**src/rtl/sopc_rst_seq.sv**
```systemverilog
// Power-on reset sequencer: holds all domains in reset, releases them one by one
// at a fixed stagger, then runs until halted or the cycle budget expires.
module sopc_rst_seq #(
    parameter int NUM_DOM     = 2,
    parameter int HOLD_CYC    = 10,
    parameter int STAGGER_CYC = 4,
    parameter int RUN_LIMIT   = 50,
    parameter int CNT_W       = 16
) (
    input  logic               clk,
    input  logic               rst,
    input  logic               start,
    input  logic               halt_req,
    output logic [NUM_DOM-1:0] dom_rst,
    output logic [2:0]         state,
    output logic [CNT_W-1:0]   cyc_cnt,
    output logic               done,
    output logic               timeout
);

    typedef enum logic [2:0] {
        S_IDLE    = 3'd0,
        S_HOLD    = 3'd1,
        S_RELEASE = 3'd2,
        S_RUN     = 3'd3,
        S_DONE    = 3'd4
    } state_e;

    localparam int TMR_MAX = (HOLD_CYC > STAGGER_CYC) ? HOLD_CYC : STAGGER_CYC;
    localparam int TMR_W   = $clog2(TMR_MAX + 1);

    state_e             state_q, state_d;
    logic [NUM_DOM-1:0] dom_rst_q, dom_rst_d;
    logic [CNT_W-1:0]   cyc_cnt_q, cyc_cnt_d;
    logic               done_q, done_d;
    logic               timeout_q, timeout_d;
    logic [TMR_W-1:0]   tmr_q, tmr_d;
    logic [CNT_W:0]     cyc_inc;
    logic [NUM_DOM-1:0] dom_next;

    always_comb begin
        state_d   = state_q;
        dom_rst_d = dom_rst_q;
        cyc_cnt_d = cyc_cnt_q;
        done_d    = done_q;
        timeout_d = timeout_q;
        tmr_d     = tmr_q;
        cyc_inc   = {1'b0, cyc_cnt_q} + 1'b1;
        // Domains release lowest index first, so each release is a left shift.
        dom_next  = dom_rst_q << 1;

        unique case (state_q)
            S_IDLE, S_DONE: begin
                dom_rst_d = '1;
                if (start) begin
                    state_d   = S_HOLD;
                    cyc_cnt_d = '0;
                    tmr_d     = '0;
                    done_d    = 1'b0;
                    timeout_d = 1'b0;
                end
            end
            S_HOLD, S_RELEASE: begin
                if (halt_req) begin
                    state_d   = S_DONE;
                    dom_rst_d = '1;
                    done_d    = 1'b1;
                    timeout_d = 1'b0;
                end else if ((state_q == S_HOLD    && tmr_q == TMR_W'(HOLD_CYC - 1)) ||
                             (state_q == S_RELEASE && tmr_q == TMR_W'(STAGGER_CYC - 1))) begin
                    dom_rst_d = dom_next;
                    tmr_d     = '0;
                    state_d   = (dom_next == '0) ? S_RUN : S_RELEASE;
                end else begin
                    tmr_d = tmr_q + 1'b1;
                end
            end
            S_RUN: begin
                if (halt_req) begin
                    state_d   = S_DONE;
                    dom_rst_d = '1;
                    done_d    = 1'b1;
                    timeout_d = 1'b0;
                end else if (RUN_LIMIT != 0 && cyc_inc == (CNT_W+1)'(RUN_LIMIT)) begin
                    state_d   = S_DONE;
                    dom_rst_d = '1;
                    done_d    = 1'b1;
                    timeout_d = 1'b1;
                    cyc_cnt_d = cyc_inc[CNT_W-1:0];
                end else if (cyc_cnt_q != '1) begin
                    cyc_cnt_d = cyc_inc[CNT_W-1:0];
                end
            end
            default: begin
                state_d   = S_IDLE;
                dom_rst_d = '1;
            end
        endcase
    end

    always_ff @(posedge clk or negedge rst) begin
        if (!rst) begin
            state_q   <= S_IDLE;
            dom_rst_q <= '1;
            cyc_cnt_q <= '0;
            done_q    <= 1'b0;
            timeout_q <= 1'b0;
            tmr_q     <= '0;
        end else begin
            state_q   <= state_d;
            dom_rst_q <= dom_rst_d;
            cyc_cnt_q <= cyc_cnt_d;
            done_q    <= done_d;
            timeout_q <= timeout_d;
            tmr_q     <= tmr_d;
        end
    end

    assign state   = state_q;
    assign dom_rst = dom_rst_q;
    assign cyc_cnt = cyc_cnt_q;
    assign done    = done_q;
    assign timeout = timeout_q;

endmodule

```
**config.mk**
```make
export PLATFORM = sky130hd
export DESIGN_NAME = sopc_rst_seq
export DESIGN_NICKNAME = d
export VERILOG_FILES = /design/src/rtl/sopc_rst_seq.sv
export SDC_FILE = /design/constraint.sdc
export NUM_CORES = 1
export LEC_CHECK = 0
export ABC_CLOCK_PERIOD_IN_PS = 3000
export BUFFER_PORTS_ARGS = -buffer_cell sky130_fd_sc_hd__buf_2
export CORE_UTILIZATION = 56
export CTS_CLUSTER_SIZE = 20
export DETAILED_ROUTE_END_ITERATION = 10
export PLACE_DENSITY = 0.85
export SLEW_MARGIN = 20
export SYNTH_ARGS = -nofsm -noshare
export SYNTH_HDL_FRONTEND = slang
export SYNTH_SLANG_ARGS = --single-unit
```
**constraint.sdc**
```tcl
create_clock -name clk -period 3 [get_ports clk]
set_clock_uncertainty 0.1 [all_clocks]
set_input_delay 0.3 -clock clk [delete_from_list [all_inputs] [get_ports clk]]
set_output_delay 0.3 -clock clk [all_outputs]
set_load 0.05 [all_outputs]
```
==> results of run 1 <==
## state kept, by name, indices dropped and copies added, names as in the netlist
signal / count
state: 3
dom_rst: 2
cyc_cnt: 16
done: 1
timeout: 1
tmr_q: 4
## timing repair
| action | in CTS | in global routing |
|---|---|---|
| hold buffers | 1 | 0 |
| setup buffers | 0 | 0 |
| hold endpoints to repair | 25 | 0 |
## final cells by class
type,instances,area (µm²),share of cell area (%)
multi-input cells,159,1010,52.2
repair buffers,28,148,7.62
clock buffers,4,26.3,1.36
well taps,44,55.1,2.84
flip-flops and latches,27,678,35.0
inverters,5,18.8,0.969
## power by group through the flow
stage / sequential, mW / clock (mW) / combinational, mW
4_1_cts: 0.451 / 0.169 / 0.259
3_3_place_gp: 0.458 / 0 / 0.252
2_1_floorplan: 0.498 / 0 / 0.159
3_5_place_dp: 0.457 / 0 / 0.258
6_report: 0.452 / 0.164 / 0.255
5_1_grt: 0.459 / 0.178 / 0.285
## layout by cell type, fill, tap and decap left out, types with 7 or more instances in the layout
| master | instances |
|---|---|
| buf_2 | 26 |
| o21ai_1 | 20 |
| nor2_1 | 16 |
| a21oi_1 | 8 |
| dfrtp_1 | 25 |
| o21ai_0 | 7 |
| nand3_1 | 9 |
| o31ai_1 | 10 |
| nand2_1 | 20 |
## layer usage
layer	vias up	track usage (%)	share of wire (%)
li1	787	-	-
met1	757	33.4	47
met2	47	39.2	46
met3	5	2.90	4.7
met4	0	9.86	1.5
met5	-	0	0
## cells by family (layout without fill, tap and decap cells)
family,count (synthesis),count (layout),synth area share (%)
AOI/OAI and AO/OA,64,64,23.5
xor gates and xnor gates,5,5,2.47
adders and majority gates,4,4,2.83
buffers and inverters,17,37,4.59
DFF,27,27,38.3
muxes,1,1,0.565
and+or+nand+nor,85,85,27.7
## final timing paths
| path | start | end | slack [ns] | cells after the start |
|---|---|---|---|---|
| worst min register to register | done$_DFFE_PN0P_ | done$_DFFE_PN0P_ | 0.41 | 2 |
| max in group asynchronous | rst | cyc_cnt[2]$_DFFE_PN0P_ | 2.03 | 2 |
| worst max register to register | cyc_cnt[0]$_DFFE_PN0P_ | state[0]$_DFFE_PN0P_ | 0.59 | 7 |
| worst min-delay path | halt_req | state[1]$_DFFE_PN0P_ | 0.20 | 3 |
| min in group asynchronous | rst | cyc_cnt[3]$_DFFE_PN0P_ | 0.38 | 2 |
| worst max-delay path | cyc_cnt[0]$_DFFE_PN0P_ | state[0]$_DFFE_PN0P_ | 0.59 | 7 |
## critical path: stages (launching register included)
cell and delay [ns]:
dfrtp_1 0.52, ha_1 0.31, nand3_1 0.22, nor4_1 0.34, xnor2_1 0.20, and2_1 0.18, nand4b_2 0.17, o221a_1 0.28
## through the flow
step,instance area (µm²),std cells
6_report,1940,267
5_1_grt,1940,267
4_1_cts,1940,267
3_5_place_dp,1900,262
3_3_place_gp,1900,262
2_1_floorplan,1770,203
==> results.json, run 1 <==
{
  "drtIter0Drc": 79,
  "ant_nets": 0,
  "grt_pass1_wl_um": 6480,
  "die_h_um": 58.2,
  "area_growth_pct": 9.40,
  "cts_buffers": 3,
  "initial_core_util_pct": 58.5,
  "synth.cell_area_um2": 1770,
  "drc": 0,
  "cts_tree": "yes",
  "p_per_area_nw_per_um2": 450,
  "die-area_um2": 3390,
  "final-setup-viol-count": 0,
  "worst-setup-path-type": "reg2reg",
  "synthArstFlopShare_pct": 100,
  "antenna_found_initial": 0,
  "postSynthCellCount": 203,
  "cts.htree.levels": 1,
  "vias": 1596,
  "post-place-ws_ns": 0.621,
  "utilization_pct": 64.0,
  "cp-end-kind": "flop",
  "rsz0062_at_grt": "no",
  "crit_fanout": 9,
  "clock_power_share_pct": 18.8,
  "fin_crit_sh_pct": 80.3,
  "max_slew_margin_pct": 60.0,
  "clk_path_buf_depth": 2,
  "synth.avg_cell_area_um2": 8.72,
  "synth_cell_types": 50,
  "nets": 232,
  "setup_tns_ns": 0,
  "tightestPinTransition_ns": 0.601,
  "io_pins": 27,
  "clk_pin_slew_ns": 0.14,
  "ys.flop_type": "dfrtp_1",
  "synth_edf_count": 0,
  "pwr-share-comb_pct": 29.3,
  "cp_data_arrival_time_ns": 2.55,
  "drtPass1Iterations": 4,
  "clk_latency_ns": 0.33,
  "synth_common_cells": "dfrtp_1, nand2_1, o21ai_1",
  "p_leak_nw": 0.846,
  "io_buffers": 26,
  "grt_max_degree": 28,
  "syn-num-nets": 211,
  "drive_gt1_share_pct": 18.4,
  "worst_setup_path_start_kind": "flop",
  "fin_crit_ns": 2.41,
  "fp-row-count": 20,
  "vias_per_cell": 5.98,
  "run_status": "completed",
  "ys_seq_elements": 27,
  "fmaxAchievable_ghz": 0.415,
  "synth_top_area_share_pct": 35.3,
  "p_int_mw": 0.525,
  "wl_per_cell_um": 14.1,
  "p_sw_share_pct": 39.6,
  "seq_area_frac_synth_pct": 38.3,
  "gp_congestion": 0.824,
  "hold_path_class": "in2reg",
  "final-hold-violation-count": 0,
  "slew_violations": 0,
  "cts_resized": 0,
  "vdd_drop_max_mv": 0.517,
  "cts.sinks": 27,
  "fin_ws_ns": 0.590,
  "fp.dieW_um": 58.2,
  "grtUsageTotal_pct": 24.4,
  "p_seq_share_pct": 51.9,
  "power.total_mw": 0.871,
  "cts-root-buf": "clkbuf_4",
  "p_sw_mw": 0.345,
  "dp_hpwl_um": 2700,
  "design.core.area_um2": 3030,
  "grt_pass1_vias": 1470,
  "crit_required_ns": 3.14,
  "synth.most_common_cell": "dfrtp_1",
  "drt-total-wl_um": 3760,
  "yosys.area.top_type": "dfrtp_1",
  "overflow": 0,
  "ys_top_cells_by_area": "dfrtp_1, o21ai_1, nand2_1, o31ai_1, nor2_1",
  "cap_viol_max_count": 0,
  "synth_warnings": 0,
  "whs_ns": 0.198,
  "n_fill_cell": 269,
  "n_antenna_cell": 0
}
Power figures use the tool's default switching activity.
==> run 2: changes to the inputs <==
--- a/config.mk
+++ b/config.mk
@@ -5,12 +5,13 @@
 export SDC_FILE = /design/constraint.sdc
 export NUM_CORES = 1
 export LEC_CHECK = 0
-export ABC_CLOCK_PERIOD_IN_PS = 3000
+export ABC_AREA = 1
+export ABC_CLOCK_PERIOD_IN_PS = 2050
 export BUFFER_PORTS_ARGS = -buffer_cell sky130_fd_sc_hd__buf_2
-export CORE_UTILIZATION = 56
+export CORE_UTILIZATION = 51
 export CTS_CLUSTER_SIZE = 20
 export DETAILED_ROUTE_END_ITERATION = 10
-export PLACE_DENSITY = 0.85
+export PLACE_DENSITY = 0.82
 export SLEW_MARGIN = 20
 export SYNTH_ARGS = -nofsm -noshare
 export SYNTH_HDL_FRONTEND = slang
==> constraint.sdc (replaced) <==
create_clock -name clk -period 2.05 [get_ports clk]
set_clock_uncertainty 0.1 [all_clocks]
set_input_delay 0.205 -clock clk [delete_from_list [all_inputs] [get_ports clk]]
set_output_delay 0.205 -clock clk [all_outputs]
set_load 0.05 [all_outputs]
==> run 2 against run 1 <==
Synthesized cell count increased by 16%. Design area increased by 12%. Sequential power increased by 56%. Global-route usage decreased by 2.5 points. Register-to-register slack got worse by 0.51 ns. Clock power increased by 39%. Highest routed layer unchanged. Largest power group is now combinational cells. Critical path depth increased by 6. Clock-buffer cell count unchanged. Flip-flop and latch count unchanged. Core utilization increased by 1.2 points. Worst hold slack got worse by 0.064 ns.
==> results.json, run 2 <==
{
  "run_status": "completed",
  "synth.most_common_cell": "nand2_1",
  "postSynthCellCount": 236,
  "tightestPinTransition_ns": 0.591,
  "cts-root-buf": "clkbuf_4",
  "io_pins": 27,
  "design.core.area_um2": 3340,
  "crit_path_cell_trace": "ha_4 > nand2_4 > nor2_4 > nand3_1 > nand2_2 > nand2_2 > nor2_4 > nand2_2 > nor2_2 > nand2_2 > nand2_4 > nand4_1 > nand2_1",
  "drive_gt1_share_pct": 36.3,
  "vias": 1689,
  "dp_cells": 310,
  "p_seq_share_pct": 37.7,
  "synth_mux_area_share_pct": 0,
  "p_sw_mw": 0.910,
  "final-setup-viol-count": 0,
  "fin_crit_ns": 1.97,
  "mostFrequentLayoutCells": "nand2_1, inv_1, buf_2, dfrtp_1, nand2_2",
  "cap_viol_max_count": 0,
  "synth_edf_count": 0,
  "utilization_pct": 65.2,
  "synth.avg_cell_area_um2": 7.55,
  "ys.flop_type": "dfrtp_1",
  "cp-end-kind": "flop",
  "antenna_found_initial": 0,
  "grt_max_degree": 28,
  "synthArstFlopShare_pct": 100,
  "crit_fanout": 7,
  "max_stage_delay_ns": 0.42,
  "nets": 282,
  "vias_per_cell": 5.29,
  "n_antenna_cell": 0,
  "pwr-share-comb_pct": 50.1,
  "stdcell_count": 319,
  "area_growth_pct": 22.0,
  "rsz0062_at_grt": "yes",
  "p_leak_nw": 1.01,
  "ys_top_cells_by_area": "dfrtp_1, nand2_1, inv_1, nand3_1, nand4_1",
  "worst_path_max_delay_cell": "dfrtp_2",
  "largest_register_ffs": 16,
  "initial_core_util_pct": 53.4,
  "clock_power_share_pct": 12.2,
  "hold_path_class": "in2reg",
  "synth_warnings": 0,
  "cts_tree": "yes",
  "grtUsageTotal_pct": 21.9,
  "cts.htree.levels": 1,
  "crit_family": "simple AND/OR/NAND/NOR gates",
  "fp.dieW_um": 61.1,
  "power.total_mw": 1.87,
  "p_sw_share_pct": 48.7,
  "synth.cell_area_um2": 1780,
  "wl_per_cell_um": 12.5,
  "fp-row-count": 21,
  "synth_compound_area_share_pct": 12.2,
  "io_buffers": 26,
  "synth_cell_types": 24,
  "synthAdderAreaFrac_pct": 2.81,
  "final_area_um2": 2180,
  "dp_hpwl_um": 2900,
  "synth_top_family_by_area": "simple AND/OR/NAND/NOR gates",
  "max_slew_margin_pct": 60.6,
  "fmaxAchievable_ghz": 0.507,
  "vdd_drop_max_mv": 0.790,
  "seq_area_frac_synth_pct": 38.0,
  "overflow": 0,
  "crit_required_ns": 2.22,
  "clk_pin_slew_ns": 0.14,
  "clk_path_buf_depth": 2,
  "slew_violations": 0,
  "drc": 0,
  "drt-total-wl_um": 4000,
  "syn-num-nets": 244,
  "final_common_cell": "nand2_1",
  "fin_crit_sh_pct": 96.2,
  "crit_buf_inv": 0,
  "synthSimpleGateAreaFrac_pct": 36.0,
  "cp_data_arrival_time_ns": 2.14,
  "synth_top_area_share_pct": 35.1,
  "worst-setup-path-type": "reg2reg",
  "gp_congestion": 0.858,
  "die_h_um": 61.1,
  "p_per_area_nw_per_um2": 860,
  "yosys.area.top_type": "dfrtp_1",
  "placed_cell_area_um2": 1990,
  "p_int_mw": 0.960,
  "grt_pass1_wl_um": 6090,
  "grt_pass1_vias": 1452,
  "cpMostUsedCell": "nand2_2",
  "drtPass1Iterations": 4,
  "worst_setup_path_start_kind": "flop",
  "cts_buffers": 3,
  "ys_seq_elements": 27,
  "drtIter0Drc": 76,
  "clk_latency_ns": 0.32,
  "synth-xor-area-share_pct": 1.47,
  "synth_common_cells": "nand2_1, inv_1, dfrtp_1",
  "die-area_um2": 3740,
  "final-hold-violation-count": 0,
  "ant_nets": 0,
  "cts.sinks": 27
}
## run 2: changes by cell type after synthesis, sizes merged, moves of 10 or more
cell   previous run  this run
inv               5        39
nand2            21        69
nand3             9        19
nor2             16        28
o21ai            27        13
o22ai             2        15
o31ai            10         0
## run 2: power by group through the flow
stage               logic, mW  registers [mW]  clock network (mW)
finish                  0.938           0.705               0.228
global route             1.03           0.719               0.255
CTS                     0.908           0.703               0.231
detailed placement      0.891           0.711                   0
global placement        0.870           0.711                   0
floorplan               0.506           0.908                   0
## run 2: area by class of cell
cell class / instances / area [µm²]
Multi-Input combinational cell: 168 / 1060
Tap cell: 46 / 57.6
Fill cell: 307 / 1160
Clock buffer: 4 / 26.3
Inverter: 39 / 146
Timing Repair Buffer: 35 / 204
Sequential cell: 27 / 684
## run 2: cell families (layout without fill, tap and decap cells)
group	count (synthesis)	count (layout)
AO/OA/AOI/OAI	31	31
XOR/XNOR	3	3
adder cells (fa/ha/maj)	4	4
buffers and inverters	41	78
flip-flops	27	27
AND/OR/NAND/NOR	130	130
## run 2: metrics by stage
stage / hold slack (ns) / setup TNS (ns) / setup WS [ns]
after floorplan: -0.191 / 0 / 0.00246
after global placement: 0.147 / -0.123 / -0.0149
after detailed placement: 0.145 / -0.967 / -0.129
after CTS: 0.140 / 0 / 0.0329
after global routing: 0.172 / -0.128 / -0.0521
final: 0.134 / 0 / 0.0788
## run 2: final timing paths
kind / from / slack, ns / to / cells after the start
max in group asynchronous: rst / 1.13 / cyc_cnt[5]$_DFFE_PN0P_ / 2
setup / recovery: cyc_cnt[0]$_DFFE_PN0P_ / 0.08 / state[2]$_DFFE_PN0P_ / 13
setup reg to reg: cyc_cnt[0]$_DFFE_PN0P_ / 0.08 / state[2]$_DFFE_PN0P_ / 13
min in group asynchronous: rst / 0.30 / cyc_cnt[4]$_DFFE_PN0P_ / 2
hold / removal: halt_req / 0.13 / timeout$_DFFE_PN0P_ / 4
hold reg to reg: dom_rst[1]$_DFFE_PN1P_ / 0.39 / dom_rst[1]$_DFFE_PN1P_ / 2
## run 2: worst register-to-register path, stage by stage, from the launching register on
cell and delay, ns:
dfrtp_2 0.42, ha_4 0.18, nand2_4 0.07, nor2_4 0.15
nand3_1 0.11, nand2_2 0.09, nand2_2 0.07, nor2_4 0.11
nand2_2 0.07, nor2_2 0.13, nand2_2 0.08, nand2_4 0.10
nand4_1 0.14, nand2_1 0.10
## run 2: repair_timing
item	4_1_cts	5_1_grt
endpoints found under the setup margin	14	23
setup buffers	0	4
pin swaps	0	15
hold endpoints to repair	25	0
hold buffers	1	0
gates resized for setup	1	30
## run 2: layer usage
metal  GRT usage, %  vias up  wire [µm]
met5              0        -          0
met1           27.2      792       1820
li1               -      844          -
met4           9.74        0         63
met3           2.73        8        142
met2           38.2       45       1980
==> run 3: changes to the inputs <==
--- a/config.mk
+++ b/config.mk
@@ -8,10 +8,11 @@
 export ABC_AREA = 1
 export ABC_CLOCK_PERIOD_IN_PS = 2050
 export BUFFER_PORTS_ARGS = -buffer_cell sky130_fd_sc_hd__buf_2
-export CORE_UTILIZATION = 51
+export CORE_UTILIZATION = 35
 export CTS_CLUSTER_SIZE = 20
 export DETAILED_ROUTE_END_ITERATION = 10
-export PLACE_DENSITY = 0.82
+export PLACE_DENSITY = 0.61
+export SETUP_SLACK_MARGIN = 0.2
 export SLEW_MARGIN = 20
 export SYNTH_ARGS = -nofsm -noshare
 export SYNTH_HDL_FRONTEND = slang
==> run 3 against run 2 <==
Clock power up 39%. Critical path type unchanged. Core utilization down 17 points. Global-route usage down 4.7 points. Sequential power up 0.9%. Register-to-register slack about the same. Die area up 44%. Worst hold slack better by 0.073 ns. Largest cell class unchanged. Critical path depth unchanged. Cell count up 7.8%. Highest routed layer unchanged. Sequential share of layout area down 1.5 points. Largest power group unchanged.
==> results.json, run 3 (synthesis gave the netlist of run 2 again) <==
{
  "run_status": "completed",
  "cp-startpoint": "cyc_cnt[1]$_DFFE_PN0P_",
  "cts_tree": "yes",
  "r2r_start": "cyc_cnt[1]$_DFFE_PN0P_",
  "endpoint": "done$_DFFE_PN0P_",
  "fp-row-count": 25,
  "final_common_cell": "nand2_1",
  "die_h_um": 73.4,
  "max_slew_margin_pct": 58.1,
  "final_area_um2": 2310,
  "clk_path_buf_depth": 2,
  "cp-end-kind": "flop",
  "n_fill_cell": 497,
  "clk_pin_slew_ns": 0.10,
  "die-area_um2": 5380,
  "ff2ff_path_depth": 13,
  "p_per_area_nw_per_um2": 930,
  "final-setup-viol-count": 0,
  "drt-total-wl_um": 4490,
  "grt_pass1_wl_um": 7200,
  "fin_crit_ns": 1.96,
  "slew_violations": 0,
  "drtPass1Iterations": 4,
  "worst_path_max_delay_cell": "dfrtp_2",
  "tightestPinTransition_ns": 0.629,
  "grt_pass1_vias": 1614,
  "crit_required_ns": 2.17,
  "vias_per_cell": 4.99,
  "ant_nets": 0,
  "p_leak_nw": 1.02,
  "n_antenna_cell": 0,
  "initial_core_util_pct": 37.0,
  "worst_setup_path_start_kind": "flop",
  "fin_crit_sh_pct": 95.8,
  "r2r-end": "done$_DFFE_PN0P_",
  "largest_register_ffs": 16,
  "fmaxAchievable_ghz": 0.509,
  "cts.sinks": 27,
  "mostFrequentLayoutCells": "nand2_1, inv_1, buf_2, dfrtp_1",
  "final-hold-violation-count": 0,
  "placed_cell_area_um2": 2030,
  "stdcell_count": 344,
  "antenna_found_initial": 0,
  "holdCritStartpoint": "start",
  "design.core.area_um2": 4820,
  "cts-root-buf": "clkbuf_8",
  "rsz0062_at_grt": "yes",
  "grt_max_degree": 28,
  "vias": 1715,
  "cts.htree.levels": 1,
  "drtIter0Drc": 104,
  "cap_viol_max_count": 0,
  "fp.dieW_um": 73.4,
  "wl_per_cell_um": 13.1,
  "io_pins": 27,
  "cts_buffers": 3,
  "clk_latency_ns": 0.28,
  "crit_path_cell_trace": "ha_4 > nand3_4 > nor2_4 > buf_4 > nand4_1 > nand2_2 > nor2_1 > nand2_1 > nor2_2 > nand2_2 > nand2_4 > nand4_1 > nand2_1",
  "hold_path_class": "in2reg",
  "grtUsageTotal_pct": 17.3,
  "nets": 286,
  "max_stage_delay_ns": 0.45,
  "vdd_drop_max_mv": 0.772,
  "gp_congestion": 0.792,
  "r2r_slack_ns": 0.09,
  "worst-setup-path-type": "reg2reg",
  "crit_fanout": 7,
  "area_growth_pct": 29.5,
  "io_buffers": 26,
  "cp_data_arrival_time_ns": 2.09,
  "drive_gt1_share_pct": 40.4,
  "setup_tns_ns": 0,
  "overflow": 0,
  "power.total_mw": 2.15,
  "drc": 0,
  "dp_hpwl_um": 3020,
  "dp_cells": 330
}
-- run 3: changes by cell type in the layout (fill, tap and decap cells not counted), moves of 3 or more --
cell      delta
o22ai_2      +3
clkbuf_8     +3
dfrtp_1      -6
dfrtp_2      +6
o22ai_1      -3
clkbuf_4     -3
buf_4        +3
-- run 3: power by group --
part | internal, mW | switching [mW] | leakage [nW]
logic | 0.349 | 0.773 | 0.650
clock network | 0.137 | 0.180 | 0.0255
registers | 0.629 | 0.0822 | 0.346
-- run 3: metrics by stage --
stage / utilization, % / hold WS (ns) / setup slack [ns]
after floorplan: - / -0.191 / 0.0716
after global placement: 42.2 / 0.162 / -0.00930
after detailed placement: 42.2 / 0.167 / -0.0733
after CTS: 45.0 / 0.172 / 0.133
after global routing: 47.9 / 0.232 / -0.0417
final: 47.9 / 0.207 / 0.0861
-- run 3: worst max-delay path: cells and delay by family (launching register included) --
kind | cells | cell delay [ns]
buffers and inverters | 1 | 0.13
and+or+nand+nor | 11 | 1.02
adders and majority gates | 1 | 0.19
DFF | 1 | 0.45
-- run 3: layer usage --
metal / routed length (µm) / vias to the layer above / GRT usage [%] / share of wire (%)
li1: - / 854 / - / -
met2: 2280 / 37 / 30.5 / 51
met4: 53 / 0 / 4.06 / 1.2
met3: 181 / 8 / 3.57 / 4.0
met1: 1980 / 816 / 21.6 / 44
met5: 0 / - / 0 / 0
-- run 3: worst min-delay path by stage --
stage / slack, ns / depth (start not counted) / end
6_report: 0.21 / 4 / state[2]$_DFFE_PN0P_
5_1_grt: 0.23 / 4 / timeout$_DFFE_PN0P_
4_1_cts: 0.17 / 4 / state[2]$_DFFE_PN0P_
3_5_place_dp: 0.17 / 1 / cyc_cnt[4]$_DFFE_PN0P_
3_3_place_gp: 0.16 / 1 / cyc_cnt[4]$_DFFE_PN0P_
2_1_floorplan: -0.19 / 0 / cyc_cnt[0]$_DFFE_PN0P_
-- run 3: repair_timing --
| action | in CTS | in global routing |
|---|---|---|
| hold endpoints to repair | 25 | 0 |
| pin swaps | 2 | 18 |
| setup buffers | 5 | 3 |
| hold buffers | 1 | 0 |
| gates resized for setup | 7 | 26 |
| setup endpoints to repair | 22 | 26 |
| cloned | 0 | 1 |
-- run 3: area by class of cell --
| type | instances | area (µm²) | share of cell area, % |
|---|---|---|---|
| Multi-Input combinational cell | 169 | 1100 | 47.8 |
| Sequential cell | 27 | 692 | 30.0 |
| Timing Repair Buffer | 38 | 235 | 10.2 |
| Inverter | 39 | 149 | 6.45 |
| Tap cell | 67 | 83.8 | 3.63 |
| Clock buffer | 3 | 41.3 | 1.79 |
| Clock inverter | 1 | 5.00 | 0.217 |
